### src/rtl/dff_pipe_chain.sv
`default_nettype none
// ============================================================================
// Module      : dff_pipe_chain
// Description : Stallable, flushable delay line of DEPTH synchronous-reset
//               stages, each carrying WIDTH data bits plus a valid bit.
//               Outputs come straight from the last stage register.
//               Optional valid-stage occupancy counter on occ_o, present only
//               when the macro DFF_PIPE_OCC_EN is defined.
// Revision    : 1.0 - initial release
// ============================================================================
module dff_pipe_chain #(
    parameter int               WIDTH   = 8,
    parameter int               DEPTH   = 4,
    parameter logic [WIDTH-1:0] RST_VAL = '0
) (
    input  logic                         clk,
    input  logic                         reset,
    input  logic                         en_i,
    input  logic                         flush_i,
    input  logic                         valid_i,
    input  logic [WIDTH-1:0]             d_i,
    output logic                         valid_o,
    output logic [WIDTH-1:0]             q_o
`ifdef DFF_PIPE_OCC_EN
    ,
    output logic [$clog2(DEPTH+1)-1:0]   occ_o
`endif
);

    // Stage storage; index 0 is the input stage, DEPTH-1 drives the outputs.
    logic [WIDTH-1:0] r_data  [DEPTH];
    logic [DEPTH-1:0] r_valid;

    // Per-stage source of the next value when the chain advances.
    logic [WIDTH-1:0] w_src_data [DEPTH];
    logic [DEPTH-1:0] w_src_valid;

    assign w_src_data[0]  = d_i;
    assign w_src_valid[0] = valid_i;

    // Stages 1..DEPTH-1 take their predecessor; absent when DEPTH is 1.
    generate
        if (DEPTH > 1) begin : g_link
            for (genvar k = 1; k < DEPTH; k++) begin : g_src
                assign w_src_data[k]  = r_data[k-1];
                assign w_src_valid[k] = r_valid[k-1];
            end
        end
    endgenerate

    generate
        for (genvar k = 0; k < DEPTH; k++) begin : g_stage
            // Data never clears on flush: it shifts on enable, else holds.
            always_ff @(posedge clk) begin
                if (reset) begin
                    r_data[k] <= RST_VAL;
                end else if (en_i) begin
                    r_data[k] <= w_src_data[k];
                end
            end

            // Flush kills every valid bit, including the one being loaded.
            always_ff @(posedge clk) begin
                if (reset || flush_i) begin
                    r_valid[k] <= 1'b0;
                end else if (en_i) begin
                    r_valid[k] <= w_src_valid[k];
                end
            end
        end
    endgenerate

    assign valid_o = r_valid[DEPTH-1];
    assign q_o     = r_data[DEPTH-1];

`ifdef DFF_PIPE_OCC_EN
    localparam int c_OCC_W = $clog2(DEPTH+1);

    logic [c_OCC_W-1:0] r_occ;
    logic [c_OCC_W-1:0] w_occ_next;

    // One word enters and the last one leaves on each advance, so the count
    // tracks the popcount of r_valid and stays within 0..DEPTH.
    assign w_occ_next = r_occ + c_OCC_W'(valid_i) - c_OCC_W'(valid_o);

    // Occupancy counter: cleared by reset or flush, updated on advance.
    always_ff @(posedge clk) begin
        if (reset || flush_i) begin
            r_occ <= '0;
        end else if (en_i) begin
            r_occ <= w_occ_next;
        end
    end

    assign occ_o = r_occ;
`endif

endmodule
`default_nettype wire

### config.mk
export PLATFORM = sky130hd
export DESIGN_NAME = dff_pipe_chain
export DESIGN_NICKNAME = d
export VERILOG_FILES = /design/src/rtl/dff_pipe_chain.sv
export SDC_FILE = /design/constraint.sdc
export NUM_CORES = 1
export LEC_CHECK = 0
export CAP_MARGIN = 20
export CORE_MARGIN = 5
export CORE_UTILIZATION = 55
export CTS_BUF_LIST = sky130_fd_sc_hd__clkbuf_16
export CTS_CLUSTER_SIZE = 28
export DETAILED_ROUTE_END_ITERATION = 6
export GPL_TIMING_DRIVEN = 0
export PLACE_DENSITY = 0.79
export SETUP_SLACK_MARGIN = 0.05
export SLEW_MARGIN = 25
export SYNTH_ARGS = -nofsm -noshare
export SYNTH_HDL_FRONTEND = slang
export SYNTH_SLANG_ARGS = --single-unit
### constraint.sdc
create_clock -name clk -period 3 [get_ports clk]
set_clock_uncertainty 0.1 [all_clocks]
set_input_delay 0.75 -clock clk [delete_from_list [all_inputs] [get_ports clk]]
set_output_delay 0.75 -clock clk [all_outputs]
set_load 0.05 [all_outputs]
* Yosys cells after proc, flatten, opt, wreduce, memory -nomap -nowiden
Memories as Yosys holds them, arrays and structs flattened.
Index checks and enable logic that the tools add are counted.
** Cells by class
- Multipliers :: 0
- Magnitude comparators :: 0
- Muxes and demuxes :: 9
- Shift operators :: 0
- Divide/modulo/power cells :: 0
- Add/sub/neg operators :: 0
- Bitwise gates (word level) :: 4
- Reductions and logical operators :: 1
- Eq/ne operators :: 0
** Operators by type and width (count)
- 2-to-1 mux 8 bit :: 4
- 2-to-1 mux 1 bit :: 5
- bitwise OR 1 bit :: 4
- logical OR 1 bit :: 1
** Word-level totals
- Memories :: 1
- ROM bits :: 0
- Logic and storage cells :: 19
- Memory bits (writable) :: 32
- Input port bits :: 13
- Flip-flop bits (word level) :: 4
- Bits in latches :: 0
** Memories
- r_data :: depth 4, bits a word 8, rd ports 4, clocked after Yosys merged registers in 0, write ports 4, line 31 : logic [WIDTH-1:0] r_data [DEPTH];

* Depth between registers and ports, before layout
- Depth in word-level cells :: 4
- Gate-level depth with buffers :: 4

* Least setup slack after synthesis
Ideal clock, no wire load.
- Path type :: input to register
- From :: input port en_i
- To :: memory r_data[0][0], enable pin
- Required time :: 2571 ps
- Cell stages on the path :: 2
- Arrival :: 1381 ps
- Setup time :: 329 ps
- Slack :: 1189 ps
- Cell sequence :: buf_6 or2_2
** RTL lines
- start, declared :: line 18 : input logic en_i,
- end, declared :: line 31

* Worst setup path after layout
- From :: register r_valid[3], in the netlist valid_o
- To :: output port valid_o
** RTL lines
- start, declared :: line 32 : logic [DEPTH-1:0] r_valid;
- start signal, assigned by index :: line 67 : r_valid[k] <= w_src_valid[k];
- end, declared :: line 22 : output logic valid_o,
No word-level cell between the ends.

==> results.yml <==
timing:
  slew_headroom: 0.519
  final-max-slew-violation-count: 0
  fmax_mhz: 441
  layout_min_cycle_time_ns: 2.27
  finalSetupTns_ns: 0
  setup_viol: 0
  fin_crit_sh: 0.756
  layout_setup_ws_ns: 0.732
  rsz0062_at_grt: "no"
  hold_violations: 0
  worst_pin_slew_ns: 0.722
global_routing:
  antenna_found_initial: 0
  grt_max_degree: 33
  grt_pass1_vias: 698
  groute.usage.overall: 0.121
  grt_overflow: 0
  grt_pass1_wl_mm: 2.93
min_path:
  hold_path.class: "reg -> reg"
floorplan:
  die_h_um: 60.2
  num_io_pins: 22
  die_w_um: 60.2
  start_util: 0.565
  coreArea_um2: 2450
  row_count: 18
  die_area_um2: 3620
worst_setup_path:
  cp_data_required_time_ns: 2.15
  crit_buf_inv: 1
  cp_top_family: "buffers and inverters"
  cpPeakStageDelay_ns: 0.81
  cp_max_fo: 2
  crit_type: "reg -> out"
  path_cells: "clkdlybuf4s50_1"
  end_kind: "primary output"
  cp-start-kind: "register"
  arrival_ns: 1.42
  crit_slowest_cell: "clkdlybuf4s50_1"
clock_tree:
  clock_latency_ns: 0.28
  cts-root-buf: "clkbuf_16"
  cts_tree: "built"
  cts.path.max_buffers: 2
  path_clk_slew_ns: 0.05
  cts_hold_buf: 0
  cts.sinks: 36
  cts_resized: 0
  cts.htree.levels: 2
  cts_buffers: 5
  cts_setup_buffers: 0
final_layout:
  syn_to_final_growth_pct: 27.0
  diodes: 0
  drive_above_1_share: 0.245
  design_area_um2: 1760
  final.fill_count: 167
  num-nets-final: 122
synth:
  yosysSeqAreaShare: 0.751
  async_reset_ff_frac: 0
  netlist_area_um2: 1390
  synthCells: 82
  ys.flop_type: "edfxtp_1"
  netlist_top_cells_area: "edfxtp_1 (69%), and2_2 (8.7%), and2_1 (7.2%)"
  yosysWarnings: 0
  synth_edf_count: 32
  synth_most_common_cell: "edfxtp_1"
  yosysUniqueCellTypes: 9
  ys_seq_elements: 36
  synth_top_area_cell: "edfxtp_1"
  ys_top_cells_by_count: "edfxtp_1 (32), and2_1 (16), and2_2 (16)"
  synth_nets: 95
  synth_top_area_share: 0.693
  synth_area_per_cell_um2: 16.9
route:
  drc_errors: 0
  drt-vias-per-instance: 4.94
  drt-initial-drc-count: 11
  ant_nets: 0
  routed_wl_mm: 1.81
  dr.pass1.iters: 3
  vias: 692
  wl_per_cell_um: 12.9
run_status:
  run_status: "complete, no violations"
power:
  p_per_area_nw_per_um2: 651
  irDropWorstVdd_uv: 600
  total_leakage_power_nw: 0.696
  total_power_w: 0.00115
place:
  placed_area_um2: 1620
  dpl_worst_slack_ns: 0.494
  io_buffers: 20
  gp_congestion: 0.678
flow_run:
  drv_cap: 0
power breakdown:
part	internal [W]	leakage, nW	total [W]	switching, W
combinational	0.0000394	0.238	0.0000866	0.0000472
clock	0.000298	0.0738	0.000474	0.000177
sequential	0.000579	0.384	0.000585	0.00000661
logic make-up (layout without fill, tap and decap cells):
kind of cell / after synthesis / in the layout / synth area share
buffers and inverters: 4 / 32 / 0.0325
DFF: 36 / 36 / 0.751
and+or+nand+nor: 38 / 38 / 0.188
muxes: 4 / 4 / 0.0289
worst paths after layout:
path | endpoint | depth (start not counted) | from | slack (ns)
worst min-delay path | r_data[1][6]$_SDFFCE_PN0P_ | 1 | r_data[0][6]$_SDFFCE_PN0P_ | 0.42
worst max-delay path | valid_o | 1 | valid_o$_SDFFE_PP0P_ | 0.73
worst min register to register | r_data[1][6]$_SDFFCE_PN0P_ | 1 | r_data[0][6]$_SDFFCE_PN0P_ | 0.42
worst max register to register | r_data[2][3]$_SDFFCE_PN0P_ | 1 | r_data[1][3]$_SDFFCE_PN0P_ | 2.12
layout make-up:
class | instances | area (µm²) | area share
clock buffers | 5 | 125 | 0.0711
flip-flops and latches | 36 | 1040 | 0.591
well taps | 30 | 37.5 | 0.0213
clock inverters | 3 | 11.3 | 0.00640
plain buffers | 4 | 45.0 | 0.0256
repair buffers | 20 | 200 | 0.114
multi-input cells | 42 | 300 | 0.171
per-stage QoR:
stage	cells	hold slack, ns	util
CTS	140	0.425	0.717
global route	140	0.440	0.717
global placement	132	0.399	0.662
finish	140	0.424	0.717
detailed placement	132	0.413	0.662
floorplan	82	0.393	-
registers in the layout, indices dropped and copies added (netlist names):
name and count:
r_data 32, r_valid 3, valid_o 1
placed cells by master (no fill, tap or decap):
master           count
clkdlybuf4s50_1     20
buf_6                4
dfxtp_1              4
mux2i_1              4
and2_1              16
clkbuf_16            5
or2_2                1
clkinv_1             1
and2_2              16
nor2b_4              1
inv_1                2
edfxtp_1            32
nor3_1               4
routing by layer:
layer	share of wire	global-route usage	vias up
li1	-	-	336
met1	0.41	0.116	323
met2	0.47	0.196	24
met3	0.074	0.0410	9
met4	0.043	0.120	0
met5	0	0	-
Power figures use the tool's default switching activity.
